$ cat src/rtl/hazard_ctrl_pkg.sv
// Shared CPU pipeline constants, shadow stage record types and small helpers
// used by the hazard controller.
package hazard_ctrl_pkg;

  localparam logic [1:0] FWD_RF   = 2'd0;
  localparam logic [1:0] FWD_E    = 2'd1;
  localparam logic [1:0] FWD_M    = 2'd2;
  localparam logic [1:0] FWD_W    = 2'd3;
  localparam logic [3:0] MULT_LAT = 4'd5;
  localparam logic [3:0] DIV_LAT  = 4'd10;

  typedef struct packed {
    logic [4:0] a1;
    logic [4:0] a2;
    logic [4:0] a3;
    logic [1:0] tnew;
    logic       md_start;
    logic       md_div;
  } e_rec_t;

  typedef struct packed {
    logic [4:0] a3;
    logic [1:0] tnew;
  } mw_rec_t;

  function automatic logic [1:0] tnew_dec(input logic [1:0] tnew);
    return (tnew == 2'd0) ? 2'd0 : tnew - 2'd1;
  endfunction

  // A stage can supply an operand once its result exists and it writes a real register.
  function automatic logic fwd_hit(input logic [4:0] src, input logic [4:0] a3,
                                   input logic [1:0] tnew);
    return (a3 != 5'd0) && (a3 == src) && (tnew == 2'd0);
  endfunction

  function automatic logic [1:0] fwd_pick(input logic hit_e, input logic hit_m,
                                          input logic hit_w);
    logic [1:0] sel;
    if (hit_e) begin
      sel = FWD_E;
    end else if (hit_m) begin
      sel = FWD_M;
    end else if (hit_w) begin
      sel = FWD_W;
    end else begin
      sel = FWD_RF;
    end
    return sel;
  endfunction

endpackage

$ cat src/rtl/hazard_ctrl_md.sv
// Mult/div occupancy counter: loads the unit latency when a start leaves E and
// counts down to idle.
module md_busy_cnt
  import hazard_ctrl_pkg::*;
(
  input  logic clk,
  input  logic reset,
  input  logic start,
  input  logic div,
  output logic busy
);

  logic [3:0] count_r;

  // Countdown register; a start while busy cannot occur because D stalls on it.
  always_ff @(posedge clk) begin
    if (reset) begin
      count_r <= 4'd0;
    end else if (count_r != 4'd0) begin
      count_r <= count_r - 4'd1;
    end else if (start) begin
      count_r <= div ? DIV_LAT : MULT_LAT;
    end else begin
      count_r <= count_r;
    end
  end

  assign busy = (count_r != 4'd0);

endmodule

$ cat src/rtl/hazard_ctrl.sv
// Pipeline hazard controller: tracks E/M/W destination records, raises the
// stall/flush for D and selects operand forwarding for D and E.
module hazard_ctrl
  import hazard_ctrl_pkg::*;
(
  input  logic       clk,
  input  logic       reset,
  input  logic [4:0] A1_D,
  input  logic [4:0] A2_D,
  input  logic [1:0] Tuse_rs_D,
  input  logic [1:0] Tuse_rt_D,
  input  logic [4:0] A3_D,
  input  logic [1:0] Tnew_D_E,
  input  logic       md_use_D,
  input  logic       md_start_D,
  input  logic       md_div_D,
  output logic       Stall_F,
  output logic       Stall_D,
  output logic       Flush_E,
  output logic [1:0] Fwd_rs_D,
  output logic [1:0] Fwd_rt_D,
  output logic [1:0] Fwd_rs_E,
  output logic [1:0] Fwd_rt_E,
  output logic       md_busy
);

  e_rec_t  e_r;
  mw_rec_t m_r;
  mw_rec_t w_r;
  logic    stall_rs_s;
  logic    stall_rt_s;
  logic    stall_md_s;
  logic    stall_s;

  // Shadow pipeline: M and W always advance, E takes a zero bubble on stall.
  always_ff @(posedge clk) begin
    if (reset) begin
      e_r <= '0;
      m_r <= '0;
      w_r <= '0;
    end else begin
      if (stall_s) begin
        e_r <= '0;
      end else begin
        e_r <= '{a1: A1_D, a2: A2_D, a3: A3_D, tnew: Tnew_D_E,
                 md_start: md_start_D, md_div: md_div_D};
      end
      m_r <= '{a3: e_r.a3, tnew: tnew_dec(e_r.tnew)};
      w_r <= '{a3: m_r.a3, tnew: tnew_dec(m_r.tnew)};
    end
  end

  md_busy_cnt u_md_busy_cnt (
    .clk   (clk),
    .reset (reset),
    .start (e_r.md_start),
    .div   (e_r.md_div),
    .busy  (md_busy)
  );

  // Stall when a producer in E or M cannot deliver before D consumes the operand.
  always_comb begin
    stall_rs_s = (A1_D != 5'd0) &&
                 (((e_r.a3 == A1_D) && (e_r.tnew > Tuse_rs_D)) ||
                  ((m_r.a3 == A1_D) && (m_r.tnew > Tuse_rs_D)));
    stall_rt_s = (A2_D != 5'd0) &&
                 (((e_r.a3 == A2_D) && (e_r.tnew > Tuse_rt_D)) ||
                  ((m_r.a3 == A2_D) && (m_r.tnew > Tuse_rt_D)));
    stall_md_s = md_use_D && (md_busy || e_r.md_start);
    stall_s    = stall_rs_s | stall_rt_s | stall_md_s;
  end

  // Forwarding select, youngest ready producer first.
  always_comb begin
    Fwd_rs_D = fwd_pick(fwd_hit(A1_D, e_r.a3, e_r.tnew),
                        fwd_hit(A1_D, m_r.a3, m_r.tnew),
                        fwd_hit(A1_D, w_r.a3, w_r.tnew));
    Fwd_rt_D = fwd_pick(fwd_hit(A2_D, e_r.a3, e_r.tnew),
                        fwd_hit(A2_D, m_r.a3, m_r.tnew),
                        fwd_hit(A2_D, w_r.a3, w_r.tnew));
    Fwd_rs_E = fwd_pick(1'b0,
                        fwd_hit(e_r.a1, m_r.a3, m_r.tnew),
                        fwd_hit(e_r.a1, w_r.a3, w_r.tnew));
    Fwd_rt_E = fwd_pick(1'b0,
                        fwd_hit(e_r.a2, m_r.a3, m_r.tnew),
                        fwd_hit(e_r.a2, w_r.a3, w_r.tnew));
  end

  assign Stall_F = stall_s;
  assign Stall_D = stall_s;
  assign Flush_E = stall_s;

endmodule

$ cat config.mk
export PLATFORM = sky130hd
export DESIGN_NAME = hazard_ctrl
export DESIGN_NICKNAME = d
export VERILOG_FILES = /design/src/rtl/hazard_ctrl_pkg.sv /design/src/rtl/hazard_ctrl_md.sv /design/src/rtl/hazard_ctrl.sv
export SDC_FILE = /design/constraint.sdc
export NUM_CORES = 1
export LEC_CHECK = 0
export ABC_AREA = 1
export CAP_MARGIN = 40
export CORE_MARGIN = 10
export CORE_UTILIZATION = 38
export CTS_CLUSTER_SIZE = 10
export DETAILED_ROUTE_END_ITERATION = 16
export PLACE_DENSITY = 0.65
export SKIP_LAST_GASP = 1
export SLEW_MARGIN = 10
export SYNTH_ARGS = -nofsm -noshare
export SYNTH_HDL_FRONTEND = slang
export SYNTH_SLANG_ARGS = --single-unit
$ cat constraint.sdc
create_clock -name clk -period 1.8 [get_ports clk]
set_clock_uncertainty 0.1 [all_clocks]
set_input_delay 0.27 -clock clk [delete_from_list [all_inputs] [get_ports clk]]
set_output_delay 0.27 -clock clk [all_outputs]
set_load 0.02 [all_outputs]
==> flow_summary_export.csv, run 1 <==
group,metric,value,unit
clock_tree,cts.sinks,37,
clock_tree,htreeDepth,2,
synthesis,syn-num-nets,366,
global_route,grt_antenna_before_repair,1,
critical_path,slowest_stage,"dfxtp_4",
critical_path,crit_chain,"buf_6 -> nand2_1 -> nand2_1 -> nor2_2 -> nand3_1 -> nor2_2 -> inv_1 -> a21oi_2 -> buf_6",
floorplan,die_y,98.15,um
critical_path,cp.arrival,1.66,ns
timing,hold_violations,0,
flow_run,cap_violations,0,
power,power.switching,1426,uW
clock_tree,clk_path_buf_depth,2,
synthesis,synth_cell_types,30,
global_route,grtUsageTotal,0.1442,
floorplan,die-area,0.009633,mm2
timing,tightest_slew,0.3160,ns
critical_path,path_class,"flop to output pin",
power,p_leak,0.001761,uW
layout,fin_area,0.003750,mm2
timing,maxSlewHeadroom,0.7839,
floorplan,core,0.005921,mm2
placement,pre_cts_ws,-0.9027,ns
timing,setup_viol,11,
critical_path,end_kind,"output pin",
timing,setup_tns,-1.771,ns
placement,place_area,0.003228,mm2
global_route,grt_max_degree,18,
floorplan,fp-row-count,28,
route,post_drt_wl_per_cell,13.97,um
critical_path,startpoint_type,"flop",
run_status,run_status,"finished, violations left",
power,p_total,3917,uW
power,power.density,1045,mW/mm2
route,finalWirelength,7.068,mm
timing,fmax,493.6,MHz
synthesis,yosys_warnings,0,
floorplan,io_pins,38,
timing,slew_viol_final,0,
timing,layout_min_cycle_time,2.026,ns
route,vias,2466,
global_route,grtUsageMet2,0.2599,
placement,gp_congestion,0.8870,
hold_path,min_path_type,"flop to flop",
timing,worst_slack,-0.2258,ns
power,p_clk_frac,0.217,
floorplan,start_util,0.3920,
critical_path,critical_path.max_fanout,4,
synthesis,synth.avg_cell_area,7.076,um2
power,netSwitchingFraction,0.3640,
clock_tree,cts_tree,"built",
route,routed_via_density,4.874,
timing,finalCritPeriodShare,1.125,
global_route,met3_usage,0.03805,
layout,areaGrowthSynthToFinish,61.56,%
global_route,grt_pass1_vias,2535,
global_route,overflow,0,
clock_tree,path_clk_slew,0.07,ns
synthesis,ys_ff_latch,37,
run_status,violations,"negative setup slack",
timing,rsz0062_at_grt,"yes",
layout,drive_gt1_frac,0.4512,
floorplan,die_x,98.15,um
clock_tree,cts_root_buf,"clkbuf_8",
placement,numPortBuffers,37,
critical_path,critical_path.max_stage_delay,0.37,ns
synthesis,synth_top_area_frac,0.3191,
synthesis,synth.top_cells.by_area,"dfxtp_1, nand2_1, inv_1, ha_1, nor2_1",
global_route,busiest_layer,"met2",
synthesis,yosysSeqAreaShare,0.3191,
power,combPwrFrac,0.510,
global_route,grtUsageMet1,0.1598,
synthesis,syn_area,0.002321,mm2
synthesis,yosysTopAreaCell,"dfxtp_1",
critical_path,critPathRequiredTime,1.43,ns
route,ant_nets,0,
timing,hold-worst-slack,0.3477,ns
layout,fin_nets,467,
power,irDropWorstVdd,0.8706,mV
synthesis,synthCells,328,
placement,dp_hpwl,5.323,mm
clock_tree,clkLatencyLatePin,0.29,ns
route,first_iter_violations,140,
route,drc,0,
global_route,grt_first_pass_wirelength,11.63,mm
power,p_int,2491,uW
power,seqPwrFrac,0.273,
route,firstDrtPassIters,4,
clock_tree,cts_buffers,5,
## timing repair
action,4_1_cts,5_1_grt
pin swaps,39,29
setup buffers,2,2
setup endpoints to repair,31,29
gates cloned,0,0
gates resized for setup,155,31
hold buffers,0,0
## registers in the layout, indices dropped and copies added (netlist names)
signal and cells:
e_r 19, u_md_busy_cnt.count_r 4, m_r 7, w_r 7
## metal layers
metal,vias up,wire (um)
li1,1232,-
met1,1154,2844
met2,63,3632
met3,17,403
met4,0,188
met5,-,0
## logic make-up (layout without fill, tap and decap cells)
| family | count (synthesis) | count (layout) | synth area share |
|---|---|---|---|
| xor+xnor | 26 | 26 | 0.09811 |
| buf+inv | 73 | 175 | 0.1326 |
| other cells | 0 | 1 | 0 |
| fa+ha+maj | 12 | 12 | 0.06469 |
| compound gates | 32 | 32 | 0.08464 |
| flops | 37 | 37 | 0.3191 |
| simple gates | 148 | 148 | 0.3008 |
## stage by stage
stage / instances / util
floorplan: 328 / -
global placement: 493 / 0.5452
detailed placement: 493 / 0.5452
CTS: 503 / 0.6137
global route: 506 / 0.6333
finish: 506 / 0.6333
## synthesized netlist by cell type, drive strengths merged
master,instances
or2,1
xor2,13
o221ai,1
ha,12
nor2,52
o2111ai,4
o21ai,4
a21boi,1
nor3,11
a2111oi,1
a221oi,1
clkbuf,5
nand4,10
o22ai,6
a21oi,14
nand2,62
nand3,12
inv,62
xnor2,13
buf,6
dfxtp,37
## final timing paths
check | start | cells past startpoint | slack [ns] | endpoint
max | m_r[5] | 9 | -0.23 | Fwd_rt_D[1]
min | m_r[0] | 1 | 0.35 | w_r[0]
max reg2reg | m_r[1] | 10 | 0.04 | e_r[10]
min reg2reg | m_r[0] | 1 | 0.35 | w_r[0]
## power by group through the flow
stage | clock network, uW | registers [uW] | logic [uW]
finish | 852 | 1070 | 2000
global route | 909 | 1080 | 2220
CTS | 869 | 1060 | 1890
detailed placement | 0 | 1060 | 1760
global placement | 0 | 1060 | 1730
floorplan | 0 | 1040 | 1010
## area by class of cell
| cell class | count | area [um2] |
|---|---|---|
| multi-input combinational | 218 | 1587 |
| fill | 486 | 2171 |
| tap | 75 | 93.84 |
| clock inverter | 3 | 65.06 |
| antenna | 1 | 2.502 |
| inverter | 62 | 242.7 |
| clock buffer | 5 | 68.82 |
| sequential | 37 | 783.3 |
| timing repair buffer | 105 | 907.1 |
## critical path, delay by kind of cell (launching register included)
kind	cells	cell delay, ns
AOI/OAI and AO/OA	1	0.17
and+or+nand+nor	5	0.52
DFF	1	0.37
buffers and inverters	3	0.32
## cell usage in the layout (no fill, tap or decap), types with 7 or more instances in the layout
master / count
a21oi_1: 7
a21oi_2: 7
buf_4: 65
buf_6: 13
clkdlybuf4s50_1: 11
dfxtp_1: 21
dfxtp_2: 7
dfxtp_4: 9
dlygate4sd2_1: 14
ha_4: 10
inv_1: 42
inv_2: 16
nand2_1: 55
nand2_2: 7
nand3_1: 10
nand4_1: 9
nor2_1: 28
nor2_2: 20
nor3_1: 7
xnor2_1: 9
xor2_1: 12
No activity file was read; power rests on OpenSTA's default activity.
==> run 2, diff against run 1 <==
Settings changed: CORE_UTILIZATION 38 to 35, PLACE_DENSITY 0.65 to 0.61.
==> run 2 against run 1 <==
Against the previous run:
- the flow still finishes with violations (negative setup slack)
- first-iteration DRC count down 22%
- power is 2.7% lower
- register-to-register slack got worse by 0.17 ns
- setup slack improved by 0.0031 ns
- utilization decreased by 1.1 points
- non-clock buffer count up 15
- hold slack lost 0.011 ns
- critical path depth did not move
- clock-buffer cell count rose by 2
- combinational power is 7% higher
- sequential share of layout area shrank 1.1 points
- critical endpoint is now Fwd_rs_D[1]
- largest cell class unchanged
- highest routed layer unchanged
==> flow_summary_export.csv, run 2 (synthesized netlist as in run 1, its figures left out) <==
group,metric,value,unit
run_status,run_status,"finished, violations left",
run_status,violations,"negative setup slack",
floorplan,core,0.006386,mm2
route,drc,0,
critical_path,timing.rr.start,"m_r[1]",
route,ant_nets,0,
route,vias,2534,
route,routed_via_density,4.864,
layout,layout_commonest_cell,"buf_4",
route,firstDrtPassIters,4,
critical_path,startpoint,"m_r[4]",
clock_tree,path_clk_slew,0.07,ns
timing,maxSlewHeadroom,0.7512,
layout,antennaDiodeCount,0,
flow_run,cap_violations,0,
layout,instances_no_fill,521,
clock_tree,clk_path_buf_depth,2,
hold_path,min_path_type,"flop to flop",
clock_tree,cts_tree,"built",
floorplan,die_y,101.4,um
layout,largest_register_ffs,19,
power,power.density,960.1,mW/mm2
clock_tree,cts_root_buf,"clkbuf_8",
critical_path,critical_path.max_stage_delay,0.40,ns
layout,regMostFlops,"e_r",
global_route,grt_first_pass_wirelength,11.54,mm
layout,fin_util,0.6219,
power,p_total,3813,uW
floorplan,die-area,0.01029,mm2
clock_tree,cts.sinks,37,
clock_tree,htreeDepth,2,
clock_tree,postCtsHoldBufs,0,
layout,drive_gt1_frac,0.4932,
placement,gp_congestion,0.9405,
timing,setup_viol,30,
timing,fmax,494.4,MHz
route,post_drt_wl_per_cell,14.39,um
timing,worst_slack,-0.2228,ns
timing,finalCritPeriodShare,1.124,
critical_path,reg2reg_setup_slack,-0.13,ns
power,p_leak,0.001861,uW
critical_path,cp.arrival,1.65,ns
critical_path,end_kind,"output pin",
critical_path,path_class,"flop to output pin",
critical_path,slowest_stage,"dfxtp_4",
placement,dp_hpwl,5.444,mm
layout,largestRegisters,"e_r (19), m_r (7), w_r (7)",
critical_path,critical_path.max_fanout,4,
timing,hold-worst-slack,0.3368,ns
timing,slew_viol_final,0,
critical_path,crit_chain,"inv_4 -> nand2_2 -> nand2_2 -> nor2_2 -> nand3_2 -> nor2_2 -> inv_1 -> a21oi_2 -> buf_4",
floorplan,io_pins,38,
critical_path,critPathRequiredTime,1.43,ns
floorplan,die_x,101.4,um
route,first_iter_violations,109,
clock_tree,cts_buffers,5,
hold_path,min_from,"m_r[0]",
power,irDropWorstVdd,0.8788,mV
timing,layout_min_cycle_time,2.023,ns
placement,numPortBuffers,37,
route,finalWirelength,7.497,mm
global_route,grt_antenna_before_repair,0,
global_route,grtUsageTotal,0.1403,
timing,rsz0062_at_grt,"yes",
global_route,grt_max_degree,11,
timing,hold_violations,0,
floorplan,start_util,0.3634,
global_route,grt_pass1_vias,2590,
layout,fin_nets,482,
global_route,overflow,0,
placement,dp.cells,505,
floorplan,fp-row-count,29,
placement,pre_cts_ws,-0.9126,ns
critical_path,startpoint_type,"flop",
clock_tree,clkLatencyLatePin,0.29,ns
layout,final_cell_mix,"buf_4, nand2_1, inv_1, nor2_1, dfxtp_1",
timing,tightest_slew,0.3638,ns
layout,areaGrowthSynthToFinish,71.11,%
==> run 2: cell count changes in the layout (fill, tap and decap cells not counted), moves of 3 or more <==
cell	change
nand2_1	-7
nand2_2	+6
buf_4	+13
nor2_2	-4
inv_1	+3
nand3_1	-3
nor2_4	+7
dlygate4sd2_1	-3
nor2_1	-3
inv_2	-3
==> run 2: area by class of cell <==
cell class	count	area, um2
clock buffer	7	86.33
fill	534	2415
inverter	62	242.7
multi-input combinational	218	1699
sequential	37	784.5
tap	77	96.34
timing repair buffer	120	1062
==> run 2: power by group <==
group / switching (uW) / internal [uW] / total, uW
clock: 289 / 304 / 592
sequential: 120 / 952 / 1070
combinational: 1070 / 1080 / 2150
total: 1470 / 2340 / 3810
==> run 2: worst paths after layout <==
path                  to  depth (start not counted)
max          Fwd_rs_D[1]                          9
max reg2reg      e_r[11]                         11
min reg2reg       w_r[0]                          1
min               w_r[0]                          1
==> run 2: critical path: cells and delay by family (launching register included) <==
kind	cells	cell delay, ns
buffers and inverters	3	0.28
AND/OR/NAND/NOR	5	0.50
flip-flops	1	0.40
AO/OA/AOI/OAI	1	0.18
==> run 2: per-stage QoR <==
step                      area, um2  TNS, ns
after floorplan                2333        0
after global placement         3306   -15.95
after detailed placement       3306   -16.09
after CTS                      3665   -1.762
after global routing           3971   -6.769
final                          3971   -4.031
==> run 2: metal layers <==
| layer | global-route usage | wire length, um | vias to the layer above |
|---|---|---|---|
| met5 | 0 | 0 | - |
| met4 | 0.06538 | 229 | 0 |
| met2 | 0.2446 | 3850 | 74 |
| met1 | 0.1557 | 3063 | 1176 |
| li1 | - | - | 1263 |
| met3 | 0.03608 | 355 | 21 |
==> run 2: what timing repair did <==
item,CTS,global route
endpoints found under the setup margin,31,31
resized for setup,152,61
pin swaps,29,33
setup buffers,3,4
gates cloned,0,2
